==> src/rtl/id_ex_stage.sv <==
// ID/EX pipeline register with load-use hazard detection and registered EX forward-select flags.
// Optional: define STALL_CNT_EN to add the perf_stall_cnt output (saturating stall-cycle counter).
module id_ex_stage #(
  parameter int XLEN = 32,
  parameter int REGW = 5
) (
  input  logic            clk,
  input  logic            rst,
  input  logic            id_valid,
  output logic            id_ready,
  input  logic [REGW-1:0] id_rs1,
  input  logic [REGW-1:0] id_rs2,
  input  logic [XLEN-1:0] id_rs1_val,
  input  logic [XLEN-1:0] id_rs2_val,
  input  logic [XLEN-1:0] id_imm,
  input  logic [REGW-1:0] id_rd,
  input  logic            id_wr_en,
  input  logic            id_is_load,
  input  logic [REGW-1:0] mem_rd,
  input  logic            mem_wr_en,
  input  logic            ex_ready,
  input  logic            flush,
  output logic            ex_valid,
  output logic [XLEN-1:0] ex_rs1_val,
  output logic [XLEN-1:0] ex_rs2_val,
  output logic [XLEN-1:0] ex_imm,
  output logic [REGW-1:0] ex_rd,
  output logic            ex_wr_en,
  output logic            ex_is_load,
  output logic            ex_fwd_a_mem,
  output logic            ex_fwd_a_wb,
  output logic            ex_fwd_b_mem,
  output logic            ex_fwd_b_wb
`ifdef STALL_CNT_EN
  ,
  output logic [31:0]     perf_stall_cnt
`endif
);

  typedef enum logic {EMPTY = 1'b0, FULL = 1'b1} state_t;

  state_t          r_state;
  logic [XLEN-1:0] r_rs1_val;
  logic [XLEN-1:0] r_rs2_val;
  logic [XLEN-1:0] r_imm;
  logic [REGW-1:0] r_rd;
  logic            r_wr_en;
  logic            r_is_load;
  logic            r_fwd_a_mem;
  logic            r_fwd_a_wb;
  logic            r_fwd_b_mem;
  logic            r_fwd_b_wb;

  logic            w_ex_valid;
  logic            w_hz;
  logic            w_xfer;
  logic            w_a_mem;
  logic            w_a_wb;
  logic            w_b_mem;
  logic            w_b_wb;

  // A producer matches a source only if it writes a non-zero register with that index.
  function automatic logic fwd_hit(input logic v, input logic we,
                                   input logic [REGW-1:0] rd,
                                   input logic [REGW-1:0] rs);
    return v & we & (rd != '0) & (rd == rs);
  endfunction

  assign w_ex_valid = (r_state == FULL);

  assign w_hz = w_ex_valid & r_is_load & r_wr_en & (r_rd != '0)
              & ((r_rd == id_rs1) | (r_rd == id_rs2));

  assign id_ready = ~w_hz & (~w_ex_valid | ex_ready);
  assign w_xfer   = id_valid & id_ready;

  // The EX occupant moves to MEM on transfer; the MEM occupant moves to WB. MEM wins.
  assign w_a_mem = fwd_hit(w_ex_valid, r_wr_en, r_rd, id_rs1);
  assign w_a_wb  = ~w_a_mem & fwd_hit(1'b1, mem_wr_en, mem_rd, id_rs1);
  assign w_b_mem = fwd_hit(w_ex_valid, r_wr_en, r_rd, id_rs2);
  assign w_b_wb  = ~w_b_mem & fwd_hit(1'b1, mem_wr_en, mem_rd, id_rs2);

  always_ff @(posedge clk) begin
    if (rst) begin
      r_state     <= EMPTY;
      r_rs1_val   <= '0;
      r_rs2_val   <= '0;
      r_imm       <= '0;
      r_rd        <= '0;
      r_wr_en     <= 1'b0;
      r_is_load   <= 1'b0;
      r_fwd_a_mem <= 1'b0;
      r_fwd_a_wb  <= 1'b0;
      r_fwd_b_mem <= 1'b0;
      r_fwd_b_wb  <= 1'b0;
    end else if (flush) begin
      r_state     <= EMPTY;
      r_fwd_a_mem <= 1'b0;
      r_fwd_a_wb  <= 1'b0;
      r_fwd_b_mem <= 1'b0;
      r_fwd_b_wb  <= 1'b0;
    end else if (w_xfer) begin
      r_state     <= FULL;
      r_rs1_val   <= id_rs1_val;
      r_rs2_val   <= id_rs2_val;
      r_imm       <= id_imm;
      r_rd        <= id_rd;
      r_wr_en     <= id_wr_en;
      r_is_load   <= id_is_load;
      r_fwd_a_mem <= w_a_mem;
      r_fwd_a_wb  <= w_a_wb;
      r_fwd_b_mem <= w_b_mem;
      r_fwd_b_wb  <= w_b_wb;
    end else if (r_state == FULL && ex_ready) begin
      // Drain or load-use bubble: nothing new enters, the old bundle is consumed.
      r_state <= EMPTY;
    end
  end

`ifdef STALL_CNT_EN
  logic [31:0] r_stall_cnt;

  always_ff @(posedge clk) begin
    if (rst) begin
      r_stall_cnt <= '0;
    end else if (id_valid && !id_ready && r_stall_cnt != 32'hFFFF_FFFF) begin
      r_stall_cnt <= r_stall_cnt + 32'd1;
    end
  end

  assign perf_stall_cnt = r_stall_cnt;
`endif

  assign ex_valid     = w_ex_valid;
  assign ex_rs1_val   = r_rs1_val;
  assign ex_rs2_val   = r_rs2_val;
  assign ex_imm       = r_imm;
  assign ex_rd        = r_rd;
  assign ex_wr_en     = r_wr_en;
  assign ex_is_load   = r_is_load;
  assign ex_fwd_a_mem = r_fwd_a_mem;
  assign ex_fwd_a_wb  = r_fwd_a_wb;
  assign ex_fwd_b_mem = r_fwd_b_mem;
  assign ex_fwd_b_wb  = r_fwd_b_wb;

endmodule

==> config.mk <==
export PLATFORM = sky130hd
export DESIGN_NAME = id_ex_stage
export DESIGN_NICKNAME = d
export VERILOG_FILES = /design/src/rtl/id_ex_stage.sv
export SDC_FILE = /design/constraint.sdc
export NUM_CORES = 1
export LEC_CHECK = 0
export CAP_MARGIN = 0
export CELL_PAD_IN_SITES_DETAIL_PLACEMENT = 2
export CELL_PAD_IN_SITES_GLOBAL_PLACEMENT = 2
export CORE_ASPECT_RATIO = 2
export CORE_MARGIN = 3
export CORE_UTILIZATION = 26
export DETAILED_ROUTE_END_ITERATION = 8
export PLACE_DENSITY = 0.84
export SYNTH_ARGS = -nofsm -noshare
export SYNTH_HDL_FRONTEND = slang
export SYNTH_SLANG_ARGS = --single-unit
export TNS_END_PERCENT = 20
==> constraint.sdc <==
create_clock -name clk -period 3.1 [get_ports clk]
set_clock_uncertainty 0.2 [all_clocks]
set_input_delay 0.62 -clock clk [delete_from_list [all_inputs] [get_ports clk]]
set_output_delay 0.62 -clock clk [all_outputs]
set_load 0.05 [all_outputs]
Word level (Yosys, flattened, before mapping)
Index checks and enable logic that the tools add are counted.

Flip-flop bits (word level): 108. Word-level logic and storage cells: 45. Input port bits: 124.

Muxes and demuxes: 2. Reduce and logical (&&, ||, !) cells: 6. Bitwise gates (word level): 22. Equality and inequality tests: 4.

Operators by type and width (number): 5-bit equality test (4); 1-bit bitwise AND (15); 5-bit nonzero test (2); 1-bit NOT (5); 1-bit two-way mux (2); 1-bit OR (2); 2-bit AND reduction (1); 2-bit nonzero test (1); 2-bit OR reduction (1); 1-bit logical AND (1).

Depth between registers and ports, before layout
Depth after elaboration: 8. Gate-level depth with buffers: 9.

Least setup slack after synthesis
OpenSTA, ideal clock, no wires.

Path type: reg-to-output. Start point: reg r_rd[0] (netlist: ex_rd[0]). End point: out id_ready. Slack: 0.116 ns. Arrival time: 2.164 ns. Stages on the path, launching flop included: 7. Path through: dfxtp_1 or4_1 o21ai_2 buf_4 buf_4 or2_1 and2_1.

Word-level cells in the longest chain between the ends: 5. Elaborated cells between the ends (all ways): 8. Those cells by class: eq/ne (2); bitwise (5); reduce/logical (1).

Ends and longest elaborated chain: start: declaration (line 46) `logic [REGW-1:0] r_rd;`; start signal: assignment (line 107) `r_rd <= id_rd;`; 5-bit equality test / 5-bit nonzero test (equally long branches) (line 72, 71); 1-bit OR / 1-bit bitwise AND (equally long branches) (line 72, 71); 1-bit bitwise AND (*) (line 72) `& ((r_rd == id_rs1) | (r_rd == id_rs2));`; 1-bit NOT (*) (line 74) `assign id_ready = ~w_hz & (~w_ex_valid | ex_ready);`; 1-bit bitwise AND (*) (line 74); end: declaration (line 10) `output logic id_ready,`.

Mark *: on every way between the ends. The rest lies on a longest branch, timed or not.

Worst setup path after layout
Start point: in id_rs2[0]. End point: out id_ready.

Word-level cells in the longest chain between the ends: 5.

Ends and longest elaborated chain: start: declaration (line 12) `input logic [REGW-1:0] id_rs2,`; 5-bit equality test (line 72); 1-bit OR (line 72); 1-bit bitwise AND (line 72); 1-bit NOT (line 74); 1-bit bitwise AND (line 74).

Every way passes these cells.

==> impl_metrics.yaml <==
run_status:
  status: "complete, no violations"
global_route:
  grt_pass1_wl_mm: 43.1
  gr-total-overflow: 0
  antenna_found_initial: 5
  grt_pass1_vias: 7702
  grt_util_all_layers_pct: 19.5
  grt_max_degree: 102
yosys:
  yosysTopAreaCell: "dfxtp_1"
  netlist_top_cells_area: "dfxtp_1, or4b_1, a32oi_1"
  synthCells: 777
  syn_area_mm2: 0.00663
  synth_edf_count: 0
  syn_area_per_cell_um2: 8.53
  ys_ff_latch: 108
  synth_ff_type: "dfxtp_1"
  netlist.area_leader.share_pct: 32.6
  synth_cell_types: 34
  syn_nets: 901
  synth_seq_area_share_pct: 32.6
  yosys_warnings: 0
  async_flop_share_pct: 0
critical_path:
  crit_path_end_kind: "output pin"
  worst-path-stages: 7
  cp-start-kind: "input port"
  crit_buf_inv: 2
  slowest_delay_ns: 0.50
  crit_type: "in2out"
  worstPathArrival_ns: 2.25
  slowest_stage: "clkdlybuf4s50_1"
  reg2regPathDepth: 8
  crit_chain: "clkdlybuf4s50_1, xnor2_1, nand4_1, o22a_4, or2_1, and2_4, buf_12"
  crit_fanout: 2
  ff2ff_setup_slack_ns: 0.43
  path_delay_family: "buffers and inverters"
  required_ns: 2.28
hold_path:
  hold_path_class: "in2reg"
  whs_path_depth: 2
sta:
  fin_ws_ns: 0.0294
  hold_slack_ns: 0.290
  worst_slew_pin_slew_ns: 0.644
  relSlewSlack_pct: 57.1
  fin_crit_ns: 3.07
  setup_viol: 0
  slew_violations: 0
  period_share_pct: 99.1
  fmax_ghz: 0.326
  hold_viol: 0
cts:
  clk_pin_slew_ns: 0.07
  ctsRootBufferMaster: "clkbuf_16"
  htree_num_levels: 3
  clk_path_buf_depth: 2
  cts_sinks: 108
  clock_latency_ns: 0.37
  tritoncts: "yes"
  cts_buffers: 9
pwr:
  leakage_nw: 3.21
  ir_drop_mv: 0.195
  powerDensity_mw_per_mm2: 437
cells_and_area:
  layout_common_cells: "clkdlybuf4s50_1, dfxtp_1, nand2_1"
  finalNonFillerCells: 1292
  final_common_cell: "clkdlybuf4s50_1"
  fin_nets: 1072
  drive_gt1_share_pct: 5.15
  postLayoutCoreUtil_pct: 38.2
  fillers: 2845
  fin_area_mm2: 0.00956
  syn_to_final_growth_pct: 44.2
route:
  wl_per_cell_um: 21.3
  vias: 7148
  drt_first_pass_iters: 4
  drcViolationCount: 0
  ant_nets: 0
  via_per_inst: 5.53
  drtIter0Drc: 478
  drt-total-wl_mm: 27.5
place:
  place_ws_ns: -0.0404
  dp.cells: 1270
  port_buffers: 232
  place_area_mm2: 0.00924
  place.detailed.hpwl_mm: 18.8
  place.gp.congestion: 0.789
floorplan:
  rows: 82
  die_h_um: 232
  die_w_um: 119
  core_area_mm2: 0.0250
  pin_count: 233
  die-area_mm2: 0.0276
  start_util_pct: 26.5
run:
  drv_cap: 0
-- worst register-to-register path: cells and delay by family, from the launching register on --
family	cells	cell delay, ns
AND/OR/NAND/NOR	3	0.95
flip-flops	1	0.54
buffers and inverters	3	0.46
AO/OA/AOI/OAI	1	0.28
XOR/XNOR	1	0.17
-- registers in the layout, indices dropped and copies added (netlist names) --
register	cells
ex_is_load	1
ex_fwd_a_wb	1
ex_imm	32
ex_valid	1
ex_wr_en	1
ex_rs2_val	32
ex_fwd_b_wb	1
ex_rd	5
ex_fwd_b_mem	1
ex_fwd_a_mem	1
ex_rs1_val	32
-- final timing paths --
path | start | endpoint
setup / recovery | id_rs2[0] | id_ready
hold / removal | rst | ex_is_load$_SDFFE_PP0P_
setup reg to reg | ex_rd[0]$_SDFFE_PP0P_ | ex_rs2_val[0]$_SDFFE_PP0P_
hold reg to reg | ex_fwd_a_mem$_SDFFE_PP0P_ | ex_fwd_a_mem$_SDFFE_PP0P_
-- through the flow --
stage | total power, mW | setup TNS [ns]
4_1_cts | 4.26 | 0
5_1_grt | 4.39 | -0.00701
3_5_place_dp | 3.00 | -0.0404
2_1_floorplan | 2.43 | 0
6_report | 4.18 | 0
3_3_place_gp | 2.97 | 0
-- synthesized netlist by cell type (2+ instances only) --
library cell	instances
nor2_1	7
buf_4	4
nand3_1	102
or4_1	2
and2_1	2
a32oi_1	102
clkbuf_1	70
buf_6	8
o21ai_1	2
xor2_1	6
or4b_1	97
dfxtp_1	108
o211ai_1	2
buf_2	17
o2111ai_1	5
xnor2_1	14
nand4_1	4
a32o_1	4
nor3b_1	102
nor4_1	2
nand2_1	104
-- per-layer routing --
layer	part of all wire, %	up-vias	wire (um)	track usage (%)
met5	0.047	-	13	0
met1	37	3567	10200	20.5
met4	3.7	2	1010	9.29
met2	55	152	15200	36.5
li1	-	3385	-	-
met3	3.9	42	1070	3.85
-- repair_timing --
action,in CTS,in global routing
resized for setup,3,0
hold buffers,0,0
endpoints found under the setup margin,1,1
pin swaps,2,2
buffers inserted,2,1
-- cell families (layout without fill, tap and decap cells) --
| kind of cell | after synthesis | count (layout) | synth area share, % |
|---|---|---|---|
| buf+inv | 101 | 276 | 7.17 |
| xor+xnor | 20 | 20 | 2.64 |
| other cells | 0 | 4 | 0 |
| simple gates | 427 | 427 | 41.7 |
| flops | 108 | 108 | 32.6 |
| compound gates | 120 | 120 | 15.7 |
| mux | 1 | 1 | 0.151 |
-- cell type report --
type                       count  area (um2)  share of cell area, %
timing repair buffer         260        2660                   27.8
sequential                   108        2160                   22.6
inverter                       1        5.00                 0.0523
tap                          336         420                   4.40
antenna                        4        10.0                  0.105
clock buffer                  10         239                   2.50
clock inverter                 5        52.6                  0.550
multi-input combinational    568        4010                   41.9
-- power by group --
part           switching, mW  internal, mW
sequential             0.107          1.51
clock                  0.571         0.641
combinational          0.819         0.528
Note: power is estimated with default switching activity, not from simulation.
